$ cat src/rtl/qam_slicer_pkg.sv
// Shared types and helpers for the QAM slicer.
// Contents: constellation mode encoding, MAX_BITS (decided bits per axis),
// levels-per-axis lookup and a binary-to-Gray encoder.
package qam_slicer_pkg;

  typedef enum logic [1:0] {
    MODE_QPSK  = 2'd0,
    MODE_16QAM = 2'd1,
    MODE_64QAM = 2'd2
  } mode_e;

  localparam int unsigned MAX_BITS = 3;

  // Levels per axis; the reserved encoding (3) falls back to QPSK.
  function automatic logic [3:0] mode_levels(input logic [1:0] mode);
    logic [3:0] lvl;
    case (mode)
      MODE_16QAM: lvl = 4'd4;
      MODE_64QAM: lvl = 4'd8;
      default:    lvl = 4'd2;
    endcase
    return lvl;
  endfunction

  function automatic logic [MAX_BITS-1:0] gray_enc(input logic [MAX_BITS-1:0] b);
    return b ^ (b >> 1);
  endfunction

endpackage

$ cat src/rtl/qam_slicer_if.sv
// Stream bundle between the slicer and its neighbours.
// Upstream:   i_valid/o_ready handshake, i_first/i_last, i_mode, i_y_re/i_y_im.
// Downstream: o_valid/i_ready handshake, o_first/o_last, o_bI/o_bQ, o_yhat_re/o_yhat_im,
//             o_sym_cnt, o_proto_err, and o_err_re/o_err_im when QAM_SLICER_ERR_EN is defined.
// Modports: slave = slicer side, master = the environment driving and consuming it.
interface qam_slicer_if #(
  parameter int unsigned W = 16
);
  logic                i_valid;
  logic                o_ready;
  logic                i_first;
  logic                i_last;
  logic [1:0]          i_mode;
  logic signed [W-1:0] i_y_re;
  logic signed [W-1:0] i_y_im;

  logic                o_valid;
  logic                i_ready;
  logic                o_first;
  logic                o_last;
  logic [2:0]          o_bI;
  logic [2:0]          o_bQ;
  logic signed [W-1:0] o_yhat_re;
  logic signed [W-1:0] o_yhat_im;
  logic [15:0]         o_sym_cnt;
  logic                o_proto_err;
`ifdef QAM_SLICER_ERR_EN
  logic signed [W:0]   o_err_re;
  logic signed [W:0]   o_err_im;
`endif

  modport slave (
    input  i_valid, i_first, i_last, i_mode, i_y_re, i_y_im, i_ready,
    output o_ready, o_valid, o_first, o_last, o_bI, o_bQ, o_yhat_re, o_yhat_im,
    output o_sym_cnt, o_proto_err
`ifdef QAM_SLICER_ERR_EN
    , output o_err_re, o_err_im
`endif
  );

  modport master (
    output i_valid, i_first, i_last, i_mode, i_y_re, i_y_im, i_ready,
    input  o_ready, o_valid, o_first, o_last, o_bI, o_bQ, o_yhat_re, o_yhat_im,
    input  o_sym_cnt, o_proto_err
`ifdef QAM_SLICER_ERR_EN
    , input o_err_re, o_err_im
`endif
  );

endinterface

$ cat src/rtl/qam_axis_dec.sv
// Single-axis hard decision for a square QAM constellation.
// Ports: y_i (signed sample), lvl_i (levels on this axis: 2, 4 or 8)
//        -> idx_o (level index, 0 = most negative), bits_o (Gray bits, LSB-aligned),
//           yhat_o (reconstructed level, odd multiple of 1<<STEP_LOG2).
// Purely combinational.
module qam_axis_dec
  import qam_slicer_pkg::*;
#(
  parameter int unsigned W         = 16,
  parameter int unsigned STEP_LOG2 = 12
) (
  input  logic signed [W-1:0]        y_i,
  input  logic [3:0]                 lvl_i,
  output logic [MAX_BITS-1:0]        idx_o,
  output logic [MAX_BITS-1:0]        bits_o,
  output logic signed [W-1:0]        yhat_o
);

  // Two guard bits so y + L*STEP cannot overflow for any W-bit y.
  localparam int unsigned XW = W + 2;

  logic signed [XW-1:0] y_x;
  logic signed [XW-1:0] lvl_x;
  logic signed [XW-1:0] lvl_m1;
  logic signed [XW-1:0] sum;
  logic signed [XW-1:0] q;
  logic [MAX_BITS-1:0]  idx;
  logic signed [4:0]    level;

  always_comb begin
    y_x    = {{2{y_i[W-1]}}, y_i};
    lvl_x  = {{(XW-4){1'b0}}, lvl_i};
    lvl_m1 = lvl_x - 1;
    sum    = y_x + (lvl_x <<< STEP_LOG2);
    // Arithmetic shift is floor division, so a sample on a boundary lands on the upper level.
    q      = sum >>> (STEP_LOG2 + 1);

    if (q < 0) begin
      idx = '0;
    end else if (q > lvl_m1) begin
      idx = lvl_m1[MAX_BITS-1:0];
    end else begin
      idx = q[MAX_BITS-1:0];
    end

    // Signed level number 2*idx - L + 1, in -7..7.
    level  = $signed({1'b0, idx, 1'b0}) - $signed({1'b0, lvl_i}) + 5'sd1;
    yhat_o = {{(W-5){level[4]}}, level} <<< STEP_LOG2;
    // Highest level maps to all-zero bits.
    bits_o = gray_enc(lvl_m1[MAX_BITS-1:0] - idx);
    idx_o  = idx;
  end

endmodule

$ cat src/rtl/qam_slicer.sv
// QAM hard-decision slicer with frame tracking.
// Ports: clk, rst (synchronous, active-high), bus (qam_slicer_if.slave): equalised symbols
//        in with frame delimiters and mode, decided Gray bits, reconstructed symbol,
//        in-frame symbol index and a sticky framing-error flag out.
// Pipeline: stage 1 registers the accepted beat with its resolved level count, stage 2
// registers the decision; latency 2 cycles, one beat per cycle, full backpressure.
// Option: define QAM_SLICER_ERR_EN to add o_err_re/o_err_im = y - yhat (for LMS).
module qam_slicer
  import qam_slicer_pkg::*;
#(
  parameter int unsigned W         = 16,
  parameter int unsigned STEP_LOG2 = 12
) (
  input logic         clk,
  input logic         rst,
  qam_slicer_if.slave bus
);

  localparam logic [0:0] ST_IDLE     = 1'b0;
  localparam logic [0:0] ST_IN_FRAME = 1'b1;

  logic [0:0] state_q, state_d;
  logic [1:0] mode_q, mode_d;
  logic       proto_err_q, proto_err_d;

  logic                s1_valid_q, s1_valid_d;
  logic                s1_first_q, s1_first_d;
  logic                s1_last_q, s1_last_d;
  logic signed [W-1:0] s1_re_q, s1_re_d;
  logic signed [W-1:0] s1_im_q, s1_im_d;
  logic [3:0]          s1_lvl_q, s1_lvl_d;

  logic                s2_valid_q, s2_valid_d;
  logic                s2_first_q, s2_first_d;
  logic                s2_last_q, s2_last_d;
  logic [2:0]          s2_bi_q, s2_bi_d;
  logic [2:0]          s2_bq_q, s2_bq_d;
  logic signed [W-1:0] s2_yhat_re_q, s2_yhat_re_d;
  logic signed [W-1:0] s2_yhat_im_q, s2_yhat_im_d;
  logic [15:0]         sym_cnt_q, sym_cnt_d;
`ifdef QAM_SLICER_ERR_EN
  logic signed [W:0]   s2_err_re_q, s2_err_re_d;
  logic signed [W:0]   s2_err_im_q, s2_err_im_d;
`endif

  logic                s1_en, s2_en, accept;
  logic [1:0]          beat_mode;
  logic [2:0]          idx_re, idx_im, bits_re, bits_im;
  logic signed [W-1:0] yhat_re, yhat_im;

  qam_axis_dec #(.W(W), .STEP_LOG2(STEP_LOG2)) u_dec_re (
    .y_i    (s1_re_q),
    .lvl_i  (s1_lvl_q),
    .idx_o  (idx_re),
    .bits_o (bits_re),
    .yhat_o (yhat_re)
  );

  qam_axis_dec #(.W(W), .STEP_LOG2(STEP_LOG2)) u_dec_im (
    .y_i    (s1_im_q),
    .lvl_i  (s1_lvl_q),
    .idx_o  (idx_im),
    .bits_o (bits_im),
    .yhat_o (yhat_im)
  );

  // Each stage advances when empty or when the stage after it moves.
  assign s2_en  = !s2_valid_q || bus.i_ready;
  assign s1_en  = !s1_valid_q || s2_en;
  assign accept = bus.i_valid && s1_en;
  // Mode is sampled only on a frame start; other beats use the latched one.
  assign beat_mode = bus.i_first ? bus.i_mode : mode_q;

  always_comb begin
    state_d     = state_q;
    mode_d      = mode_q;
    proto_err_d = proto_err_q;
    if (accept) begin
      if (bus.i_first) begin
        if (state_q == ST_IN_FRAME) proto_err_d = 1'b1;
        mode_d = bus.i_mode;
      end else if (state_q == ST_IDLE) begin
        proto_err_d = 1'b1;
      end
      if (bus.i_last) begin
        state_d = ST_IDLE;
      end else if (bus.i_first) begin
        state_d = ST_IN_FRAME;
      end
    end
  end

  always_comb begin
    s1_valid_d = s1_valid_q;
    s1_first_d = s1_first_q;
    s1_last_d  = s1_last_q;
    s1_re_d    = s1_re_q;
    s1_im_d    = s1_im_q;
    s1_lvl_d   = s1_lvl_q;
    if (s1_en) begin
      s1_valid_d = accept;
      if (accept) begin
        s1_first_d = bus.i_first;
        s1_last_d  = bus.i_last;
        s1_re_d    = bus.i_y_re;
        s1_im_d    = bus.i_y_im;
        s1_lvl_d   = mode_levels(beat_mode);
      end
    end
  end

  always_comb begin
    s2_valid_d   = s2_valid_q;
    s2_first_d   = s2_first_q;
    s2_last_d    = s2_last_q;
    s2_bi_d      = s2_bi_q;
    s2_bq_d      = s2_bq_q;
    s2_yhat_re_d = s2_yhat_re_q;
    s2_yhat_im_d = s2_yhat_im_q;
    sym_cnt_d    = sym_cnt_q;
`ifdef QAM_SLICER_ERR_EN
    s2_err_re_d  = s2_err_re_q;
    s2_err_im_d  = s2_err_im_q;
`endif
    if (s2_en) begin
      s2_valid_d = s1_valid_q;
      if (s1_valid_q) begin
        s2_first_d   = s1_first_q;
        s2_last_d    = s1_last_q;
        s2_bi_d      = bits_re;
        s2_bq_d      = bits_im;
        s2_yhat_re_d = yhat_re;
        s2_yhat_im_d = yhat_im;
        if (s1_first_q) begin
          sym_cnt_d = '0;
        end else if (sym_cnt_q != 16'hFFFF) begin
          sym_cnt_d = sym_cnt_q + 16'd1;
        end
`ifdef QAM_SLICER_ERR_EN
        s2_err_re_d = {s1_re_q[W-1], s1_re_q} - {yhat_re[W-1], yhat_re};
        s2_err_im_d = {s1_im_q[W-1], s1_im_q} - {yhat_im[W-1], yhat_im};
`endif
      end
    end
  end

  always_ff @(posedge clk) begin
    if (rst) begin
      state_q      <= ST_IDLE;
      mode_q       <= MODE_QPSK;
      proto_err_q  <= 1'b0;
      s1_valid_q   <= 1'b0;
      s1_first_q   <= 1'b0;
      s1_last_q    <= 1'b0;
      s1_re_q      <= '0;
      s1_im_q      <= '0;
      s1_lvl_q     <= 4'd2;
      s2_valid_q   <= 1'b0;
      s2_first_q   <= 1'b0;
      s2_last_q    <= 1'b0;
      s2_bi_q      <= '0;
      s2_bq_q      <= '0;
      s2_yhat_re_q <= '0;
      s2_yhat_im_q <= '0;
      sym_cnt_q    <= '0;
`ifdef QAM_SLICER_ERR_EN
      s2_err_re_q  <= '0;
      s2_err_im_q  <= '0;
`endif
    end else begin
      state_q      <= state_d;
      mode_q       <= mode_d;
      proto_err_q  <= proto_err_d;
      s1_valid_q   <= s1_valid_d;
      s1_first_q   <= s1_first_d;
      s1_last_q    <= s1_last_d;
      s1_re_q      <= s1_re_d;
      s1_im_q      <= s1_im_d;
      s1_lvl_q     <= s1_lvl_d;
      s2_valid_q   <= s2_valid_d;
      s2_first_q   <= s2_first_d;
      s2_last_q    <= s2_last_d;
      s2_bi_q      <= s2_bi_d;
      s2_bq_q      <= s2_bq_d;
      s2_yhat_re_q <= s2_yhat_re_d;
      s2_yhat_im_q <= s2_yhat_im_d;
      sym_cnt_q    <= sym_cnt_d;
`ifdef QAM_SLICER_ERR_EN
      s2_err_re_q  <= s2_err_re_d;
      s2_err_im_q  <= s2_err_im_d;
`endif
    end
  end

  // A decided index must always be one of the L levels.
  idx_in_range_a: assert property (@(posedge clk) disable iff (rst)
    s1_valid_q |-> (({1'b0, idx_re} < s1_lvl_q) && ({1'b0, idx_im} < s1_lvl_q)));

  assign bus.o_ready     = s1_en;
  assign bus.o_valid     = s2_valid_q;
  assign bus.o_first     = s2_first_q;
  assign bus.o_last      = s2_last_q;
  assign bus.o_bI        = s2_bi_q;
  assign bus.o_bQ        = s2_bq_q;
  assign bus.o_yhat_re   = s2_yhat_re_q;
  assign bus.o_yhat_im   = s2_yhat_im_q;
  assign bus.o_sym_cnt   = sym_cnt_q;
  assign bus.o_proto_err = proto_err_q;
`ifdef QAM_SLICER_ERR_EN
  assign bus.o_err_re    = s2_err_re_q;
  assign bus.o_err_im    = s2_err_im_q;
`endif

endmodule

$ cat src/flat_wrapper.sv
// flat-port wrapper written by rule: the top's interface ports become plain ports
module qam_slicer_flat import qam_slicer_pkg::*;
#(
  parameter int unsigned W         = 16,
  parameter int unsigned STEP_LOG2 = 12
)
  (clk, rst, bus_i_valid, bus_i_first, bus_i_last, bus_i_mode, bus_i_y_re, bus_i_y_im, bus_i_ready, bus_o_ready, bus_o_valid, bus_o_first, bus_o_last, bus_o_bI, bus_o_bQ, bus_o_yhat_re, bus_o_yhat_im, bus_o_sym_cnt, bus_o_proto_err);
  qam_slicer_if #(.W(W)) bus_i ();
  input logic clk;
  input logic rst;
  input wire logic [$bits(bus_i.i_valid)-1:0] bus_i_valid;
  input wire logic [$bits(bus_i.i_first)-1:0] bus_i_first;
  input wire logic [$bits(bus_i.i_last)-1:0] bus_i_last;
  input wire logic [$bits(bus_i.i_mode)-1:0] bus_i_mode;
  input wire logic [$bits(bus_i.i_y_re)-1:0] bus_i_y_re;
  input wire logic [$bits(bus_i.i_y_im)-1:0] bus_i_y_im;
  input wire logic [$bits(bus_i.i_ready)-1:0] bus_i_ready;
  output wire logic [$bits(bus_i.o_ready)-1:0] bus_o_ready;
  output wire logic [$bits(bus_i.o_valid)-1:0] bus_o_valid;
  output wire logic [$bits(bus_i.o_first)-1:0] bus_o_first;
  output wire logic [$bits(bus_i.o_last)-1:0] bus_o_last;
  output wire logic [$bits(bus_i.o_bI)-1:0] bus_o_bI;
  output wire logic [$bits(bus_i.o_bQ)-1:0] bus_o_bQ;
  output wire logic [$bits(bus_i.o_yhat_re)-1:0] bus_o_yhat_re;
  output wire logic [$bits(bus_i.o_yhat_im)-1:0] bus_o_yhat_im;
  output wire logic [$bits(bus_i.o_sym_cnt)-1:0] bus_o_sym_cnt;
  output wire logic [$bits(bus_i.o_proto_err)-1:0] bus_o_proto_err;
  assign bus_i.i_valid = bus_i_valid;
  assign bus_i.i_first = bus_i_first;
  assign bus_i.i_last = bus_i_last;
  assign bus_i.i_mode = bus_i_mode;
  assign bus_i.i_y_re = bus_i_y_re;
  assign bus_i.i_y_im = bus_i_y_im;
  assign bus_i.i_ready = bus_i_ready;
  assign bus_o_ready = bus_i.o_ready;
  assign bus_o_valid = bus_i.o_valid;
  assign bus_o_first = bus_i.o_first;
  assign bus_o_last = bus_i.o_last;
  assign bus_o_bI = bus_i.o_bI;
  assign bus_o_bQ = bus_i.o_bQ;
  assign bus_o_yhat_re = bus_i.o_yhat_re;
  assign bus_o_yhat_im = bus_i.o_yhat_im;
  assign bus_o_sym_cnt = bus_i.o_sym_cnt;
  assign bus_o_proto_err = bus_i.o_proto_err;
  qam_slicer #(.W(W), .STEP_LOG2(STEP_LOG2)) u_core (.clk(clk), .rst(rst), .bus(bus_i));
endmodule
$ cat config.mk
export PLATFORM = sky130hd
export DESIGN_NAME = qam_slicer_flat
export DESIGN_NICKNAME = d
export VERILOG_FILES = /design/src/rtl/qam_slicer_pkg.sv /design/src/rtl/qam_slicer_if.sv /design/src/rtl/qam_axis_dec.sv /design/src/rtl/qam_slicer.sv /design/src/flat_wrapper.sv
export SDC_FILE = /design/constraint.sdc
export NUM_CORES = 1
export LEC_CHECK = 0
export CAP_MARGIN = 10
export CELL_PAD_IN_SITES_DETAIL_PLACEMENT = 0
export CELL_PAD_IN_SITES_GLOBAL_PLACEMENT = 1
export CORE_UTILIZATION = 37
export DETAILED_ROUTE_END_ITERATION = 10
export PLACE_DENSITY_LB_ADDON = 0.1
export SLEW_MARGIN = 20
export SYNTH_ARGS = -nofsm -noshare
export SYNTH_HDL_FRONTEND = slang
export SYNTH_SLANG_ARGS = --single-unit
$ cat constraint.sdc
create_clock -name clk -period 10.8 [get_ports clk]
set_clock_uncertainty 0.05 [all_clocks]
set_input_delay 1.08 -clock clk [delete_from_list [all_inputs] [get_ports clk]]
set_output_delay 1.08 -clock clk [all_outputs]
set_load 0.005 [all_outputs]
==> flow_summary.ini, run 1 <==
[global_routing]
grt_pass1_wl_mm = 11.6
grt_overflow = 0
grt_max_degree = 28
antenna_found_initial = 0
track_usage_pct = 16.3
grt_pass1_vias = 2480

[floorplanning]
die_area_sq_um = 8920
io_pins = 99
initial_core_util_pct = 38.3
die_y_microns = 94.5
core_area_sq_um = 8260
placementRows = 33
die_w_microns = 94.5

[timing]
tns_ns = 0
hold_viol_final = 0
timing.slew.headroom_pct = 59.3
worstMarginPinSlew_ns = 0.611
rsz0062_at_grt = no
fmax_ghz = 0.225
setup_viol = 0
drv_slew = 0
fin_crit_ns = 4.44
fin_crit_sh_pct = 41.1

[synth]
ys.flop_type = dfxtp_1
synth-seq-cells = 48
yosys_warnings = 0
synth_edf_count = 0
ys_seq_area_share_pct = 30.4
async_reset_ff_share_pct = 0
synth_cell_types = 55
postSynthCellCount = 378
synth_area_sq_um = 3160
avgSynthCellArea_sq_um = 8.37

[cells_and_area]
finalNetCount = 487
syn_to_final_growth_pct = 17.4
fill_cells = 849
utilization_pct = 45.0
n_antenna_cell = 0
layout-drive-gt1-share_pct = 4.55

[routing]
totalWireLength_mm = 7.00
drtAntennaViolNets = 0
wl_per_cell_microns = 13.4
initialDrtViolationCount = 52
dr.pass1.iters = 4
dr_total_vias = 2635
drc = 0
vias_per_cell = 5.04

[power]
internal_power_uw = 347
seqPwrFrac_pct = 39.4
peakVddDrop_mv = 0.0572
p_sw_share_pct = 30.1
combPwrFrac_pct = 28.0
pwr-share-clk_pct = 32.6
p_leak_nw = 1.43
p_per_area_nw_per_um2 = 134
p_sw_uw = 149

[critical_path]
r2r_end = u_core.bus.o_yhat_re[15]$_SDFFE_PP0P_
critPathKind = reg2reg
r2r_setup_slack_ns = 6.36
critPathRequiredTime_ns = 10.96
start_kind = flop
crit_arrival_ns = 4.60
crit_path_max_fanout = 9
reg2reg_depth = 16
endpoint_kind = flop
rr_startpoint = u_core.s1_lvl_q[1]$_SDFFE_PP1P_

[clock_tree]
clkTransAtPathRegs_ns = 0.10
post_cts_resized = 0
htree_levels = 2
post_cts_buffers = 0
postCtsHoldBufs = 0
clock_sinks = 48
numCtsBuffers = 5
clock_path_buffers = 2
cts_tree = done
clockRootBuffer = clkbuf_8
clock_latency_ns = 0.31

[min_path]
min_path_type = reg2reg
worstHoldEndpoint = u_core.bus.o_last$_SDFFE_PP0P_
min_from = u_core.s1_last_q$_SDFFE_PP0P_
hold_depth = 2

[place]
io_buffers = 48
hpwl_mm = 5.04
gp_congestion = 0.785

[job]
cap_viol_max_count = 0

[run_status]
outcome = completed
## layer usage
layer | vias up | track usage (%) | part of all wire [%]
met3 | 7 | 3.38 | 4.2
met5 | - | 0 | 0
met2 | 61 | 28.3 | 47
met1 | 1222 | 20.7 | 48
met4 | 0 | 3.79 | 1.1
li1 | 1345 | - | -
## cell families after synthesis
kind of cell	synth area share, %
compound gates	15.3
xor+xnor	7.48
fa+ha+maj	12.3
buf+inv	11.5
flops	30.4
mux	1.58
other cells	0.119
simple gates	21.3
## sequential cells by signal, indices dropped and copies added, names as in the netlist, 3 cells and up
register              cells
u_core.bus.o_sym_cnt     16
u_core.bus.o_bQ           3
u_core.bus.o_yhat_re      4
u_core.bus.o_yhat_im      3
u_core.s1_im_q            3
u_core.bus.o_bI           3
u_core.s1_re_q            3
u_core.s1_lvl_q           3
## cells in the final DEF (no fill, tap or decap), types with 2 or more instances in the layout
| cell type | n |
|---|---|
| clkdlybuf4s50_1 | 48 |
| dfxtp_1 | 48 |
| nand2_1 | 41 |
| a21oi_1 | 31 |
| nor2_1 | 31 |
| ha_1 | 28 |
| conb_1 | 24 |
| xnor2_1 | 21 |
| inv_1 | 17 |
| nand3_1 | 13 |
| a211oi_1 | 13 |
| o21ai_0 | 11 |
| xor2_1 | 6 |
| nor3_1 | 6 |
| or3_1 | 6 |
| mux2i_1 | 5 |
| o211ai_1 | 5 |
| clkbuf_8 | 5 |
| and4_1 | 4 |
| and2_1 | 4 |
| nand4_1 | 4 |
| nor2b_1 | 3 |
| a31oi_1 | 3 |
| and3_1 | 3 |
| nand3b_1 | 3 |
| o31ai_1 | 2 |
| a31o_2 | 2 |
| fa_1 | 2 |
| bufinv_16 | 2 |
| buf_4 | 2 |
## how the worst max path moves through the flow
stage                               startpoint                                     to  slack, ns  cells past startpoint
3_5_place_dp   u_core.s1_lvl_q[1]$_SDFFE_PP1P_  u_core.bus.o_yhat_im[15]$_SDFFE_PP0P_       6.43                     17
4_1_cts        u_core.s1_lvl_q[1]$_SDFFE_PP1P_  u_core.bus.o_yhat_im[15]$_SDFFE_PP0P_       6.40                     17
5_1_grt        u_core.s1_lvl_q[1]$_SDFFE_PP1P_  u_core.bus.o_yhat_re[15]$_SDFFE_PP0P_       6.07                     16
6_report       u_core.s1_lvl_q[1]$_SDFFE_PP1P_  u_core.bus.o_yhat_re[15]$_SDFFE_PP0P_       6.36                     16
3_3_place_gp   u_core.s1_lvl_q[1]$_SDFFE_PP1P_  u_core.bus.o_yhat_im[15]$_SDFFE_PP0P_       6.49                     17
2_1_floorplan  u_core.s1_lvl_q[1]$_SDFFE_PP1P_  u_core.bus.o_yhat_im[15]$_SDFFE_PP0P_       6.87                     17
## power groups by stage
| stage | combinational, mW | sequential [mW] | clock [mW] |
|---|---|---|---|
| 2_1_floorplan | 0.108 | 0.198 | 0 |
| 3_3_place_gp | 0.136 | 0.199 | 0 |
| 3_5_place_dp | 0.138 | 0.199 | 0 |
| 4_1_cts | 0.139 | 0.195 | 0.167 |
| 5_1_grt | 0.157 | 0.197 | 0.174 |
| 6_report | 0.139 | 0.195 | 0.162 |
## critical path, stage by stage, from the launching register on
cell and delay [ns]:
dfxtp_1 0.45, ha_1 0.29, fa_1 0.41, a21oi_1 0.17, xor2_1 0.36, inv_1 0.19
ha_1 0.34, mux2i_1 0.43, and2_1 0.23, mux2i_1 0.21, nor2_1 0.08, ha_1 0.28
ha_1 0.21, xnor2_1 0.17, xnor2_1 0.16, a21boi_0 0.21, o31ai_1 0.09
## cells in the mapped netlist (all sizes together) (6+ instances only)
cell type | count | share of area, %
buf | 30 | 7.9
nand2 | 41 | 4.9
or3 | 6 | 1.2
xor2 | 6 | 1.7
o21ai | 11 | 1.7
clkbuf | 11 | 1.6
nor3 | 6 | 0.95
a21oi | 31 | 4.9
dfxtp | 48 | 30
nor2 | 31 | 3.7
nand3 | 13 | 2.1
a211oi | 13 | 3.1
xnor2 | 21 | 5.8
inv | 17 | 2.0
ha | 28 | 11
## through the flow
| step | cells | cell area, sq um | setup WS, ns | total power [mW] | hold WS, ns |
|---|---|---|---|---|---|
| after floorplan | 401 | 3250 | 6.87 | 0.306 | 0.382 |
| after global placement | 515 | 3580 | 6.49 | 0.336 | 0.390 |
| after detailed placement | 515 | 3580 | 6.43 | 0.338 | 0.397 |
| after CTS | 523 | 3710 | 6.40 | 0.502 | 0.407 |
| after global routing | 523 | 3710 | 6.07 | 0.528 | 0.418 |
| final | 523 | 3710 | 6.36 | 0.496 | 0.403 |
## cell type report
cell class                      instances  area (sq um)  area share [%]
Multi-Input combinational cell        295          1920            51.8
Clock buffer                            5          68.8            1.85
Sequential cell                        48           961            25.9
Tap cell                              105           131            3.54
Clock inverter                          3          68.8            1.85
Inverter                               17          63.8            1.72
Timing Repair Buffer                   50           495            13.3
No activity file was read; power rests on OpenSTA's default activity.
==> run 2, diff against run 1 <==
--- a/config.mk
+++ b/config.mk
@@ -8,7 +8,7 @@
 export CAP_MARGIN = 10
 export CELL_PAD_IN_SITES_DETAIL_PLACEMENT = 0
 export CELL_PAD_IN_SITES_GLOBAL_PLACEMENT = 1
-export CORE_UTILIZATION = 37
+export CORE_UTILIZATION = 34
 export DETAILED_ROUTE_END_ITERATION = 10
 export PLACE_DENSITY_LB_ADDON = 0.1
 export SLEW_MARGIN = 20
==> constraint.sdc (replaced) <==
create_clock -name clk -period 4.2 [get_ports clk]
set_clock_uncertainty 0.05 [all_clocks]
set_input_delay 0.42 -clock clk [delete_from_list [all_inputs] [get_ports clk]]
set_output_delay 0.42 -clock clk [all_outputs]
set_load 0.005 [all_outputs]
==> run 2 against run 1 <==
Against the previous run: sequential share of layout area decreased by 0.35 points; global-route usage decreased by 1.0 points; final cell count is 2.5% higher; critical endpoint is now u_core.bus.o_yhat_im[15]$_SDFFE_PP0P_; maximum frequency up 14%; clock-buffer cell count increased by 1; worst setup slack got worse by 6.1 ns; die area up 8.6%; critical path type unchanged; worst hold slack improved by 0.0083 ns; the flow now finishes with violations (design-rule violations); sequential power increased to 2.6 times the previous value.
==> flow_summary.ini, run 2 (same netlist as run 1, synthesis figures left out) <==
[cells_and_area]
syn_to_final_growth_pct = 19.0
finalNetCount = 497
layout_common_cells = 48 x clkdlybuf4s50_1, 48 x dfxtp_1, 41 x nand2_1
n_antenna_cell = 0
utilization_pct = 42.5
largest_reg_flops = 16
layout-drive-gt1-share_pct = 7.48

[clock_tree]
clock_sinks = 48
htree_levels = 2
numCtsBuffers = 5
cts_tree = done
clkTransAtPathRegs_ns = 0.10
clock_latency_ns = 0.31
clockRootBuffer = clkbuf_8
clock_path_buffers = 2

[min_path]
worstHoldEndpoint = u_core.bus.o_last$_SDFFE_PP0P_
min_from = u_core.s1_last_q$_SDFFE_PP0P_
hold_depth = 2
min_path_type = reg2reg

[routing]
dr_total_vias = 2647
vias_per_cell = 4.94
wl_per_cell_microns = 13.3
initialDrtViolationCount = 90
dr.pass1.iters = 10
drc = 1
drtAntennaViolNets = 0
totalWireLength_mm = 7.14

[floorplanning]
initial_core_util_pct = 35.7
die_y_microns = 98.5
io_pins = 99
die_area_sq_um = 9690
placementRows = 34
core_area_sq_um = 8850
die_w_microns = 98.5

[timing]
timing.slew.headroom_pct = 52.6
setup_viol = 0
worstMarginPinSlew_ns = 0.711
fmax_ghz = 0.257
tns_ns = 0
drv_slew = 0
fin_crit_sh_pct = 92.7
fin_crit_ns = 3.89
hold_viol_final = 0
hold_slack_ns = 0.412
rsz0062_at_grt = no

[critical_path]
rr_startpoint = u_core.s1_lvl_q[1]$_SDFFE_PP1P_
critPathKind = reg2reg
endpoint_kind = flop
cp_top_family = adder cells
critPathSlowestCell = fa_2
crit_path_max_fanout = 4
start_kind = flop
max_stage_delay_ns = 0.42
reg2reg_depth = 17
cpMostUsedCell = ha_1
worstPathCellList = ha_1 -> fa_2 -> a21oi_2 -> xor2_1 -> inv_1 -> ha_1 -> nand2_1 -> or2_2 -> nand2_1 -> mux2i_1 -> nor2_1 -> ha_1 -> ha_1 -> xnor2_2 -> xnor2_1 -> a2111o_1 -> o211ai_1
r2r_setup_slack_ns = 0.31
crit_buf_inv = 1
crit_arrival_ns = 4.08
critPathRequiredTime_ns = 4.38
r2r_end = u_core.bus.o_yhat_im[15]$_SDFFE_PP0P_

[place]
hpwl_mm = 5.21
io_buffers = 48
gp_congestion = 0.805

[power]
p_total_mw = 1.19
p_leak_nw = 1.47
p_per_area_nw_per_um2 = 316
peakVddDrop_mv = 0.114

[run_status]
violations = design-rule violations
outcome = complete, but fails checks

[global_routing]
grt_max_degree = 27
grt_pass1_vias = 2551
antenna_found_initial = 0
grt_pass1_wl_mm = 12.0
track_usage_pct = 15.3
grt_overflow = 0

[job]
cap_viol_max_count = 0
run 2: cell count changes in the layout (fill, tap and decap cells not counted), sizes merged:
cell    delta
clkinv     +1
bufinv     -2
clkbuf     +1
buf       +10
run 2: per-stage QoR:
| step | cell area, sq um | setup WS [ns] | std cells |
|---|---|---|---|
| floorplan | 3250 | 0.268 | 401 |
| global placement | 3650 | 0.246 | 527 |
| detailed placement | 3650 | 0.217 | 527 |
| CTS | 3740 | 0.174 | 535 |
| global route | 3760 | 0.0100 | 536 |
| finish | 3760 | 0.307 | 536 |
run 2: worst max path at each step:
stage                                                from                                    end  slack (ns)  depth (start not counted)
after global routing      u_core.s1_lvl_q[1]$_SDFFE_PP1P_  u_core.bus.o_yhat_re[15]$_SDFFE_PP0P_        0.01                         17
after CTS                 u_core.s1_lvl_q[1]$_SDFFE_PP1P_  u_core.bus.o_yhat_im[15]$_SDFFE_PP0P_        0.17                         17
final                     u_core.s1_lvl_q[1]$_SDFFE_PP1P_  u_core.bus.o_yhat_im[15]$_SDFFE_PP0P_        0.31                         17
after detailed placement  u_core.s1_lvl_q[1]$_SDFFE_PP1P_  u_core.bus.o_yhat_im[15]$_SDFFE_PP0P_        0.22                         17
after floorplan           u_core.s1_lvl_q[1]$_SDFFE_PP1P_  u_core.bus.o_yhat_im[15]$_SDFFE_PP0P_        0.27                         17
after global placement    u_core.s1_lvl_q[1]$_SDFFE_PP1P_  u_core.bus.o_yhat_im[15]$_SDFFE_PP0P_        0.25                         17
run 2: final cells by class:
type | count | area, sq um
Multi-Input combinational cell | 295 | 1940
Clock inverter | 2 | 13.8
Inverter | 17 | 63.8
Timing Repair Buffer | 60 | 571
Sequential cell | 48 | 961
Clock buffer | 6 | 82.6
Fill cell | 913 | 5080
Tap cell | 108 | 135
run 2: layer usage:
layer | share of wire [%] | GRT usage (%) | up-vias
met1 | 48 | 19.1 | 1218
li1 | - | - | 1373
met2 | 47 | 26.8 | 51
met3 | 4.3 | 3.76 | 5
met5 | 0 | 0 | -
met4 | 0.70 | 3.10 | 0
run 2: worst min-delay path, delay by kind of cell (launching register included):
kind,cells,cell delay (ns)
compound gates,1,0.05
flops,1,0.32
simple gates,1,0.05
run 2: repair_timing:
item | in CTS | in global routing
setup buffers | 0 | 1
hold buffers | 0 | 0
resized for setup | 0 | 4
endpoints found under the setup margin | 0 | 1
run 2: report_power, final:
part	leakage, nW	total, mW	switching, mW	internal (mW)
logic	1.02	0.382	0.192	0.190
clock network	0.0516	0.310	0.174	0.135
registers	0.392	0.499	0.0178	0.481
total	1.47	1.19	0.384	0.806
==> run 3, diff against run 2 <==
--- a/config.mk
+++ b/config.mk
@@ -10,6 +10,7 @@
 export CELL_PAD_IN_SITES_GLOBAL_PLACEMENT = 1
 export CORE_UTILIZATION = 34
 export DETAILED_ROUTE_END_ITERATION = 10
+export GPL_ROUTABILITY_DRIVEN = 0
 export PLACE_DENSITY_LB_ADDON = 0.1
 export SLEW_MARGIN = 20
 export SYNTH_ARGS = -nofsm -noshare
==> results of run 3 <==
Same layout as run 2: the final DEF is identical, and so are final timing and power.
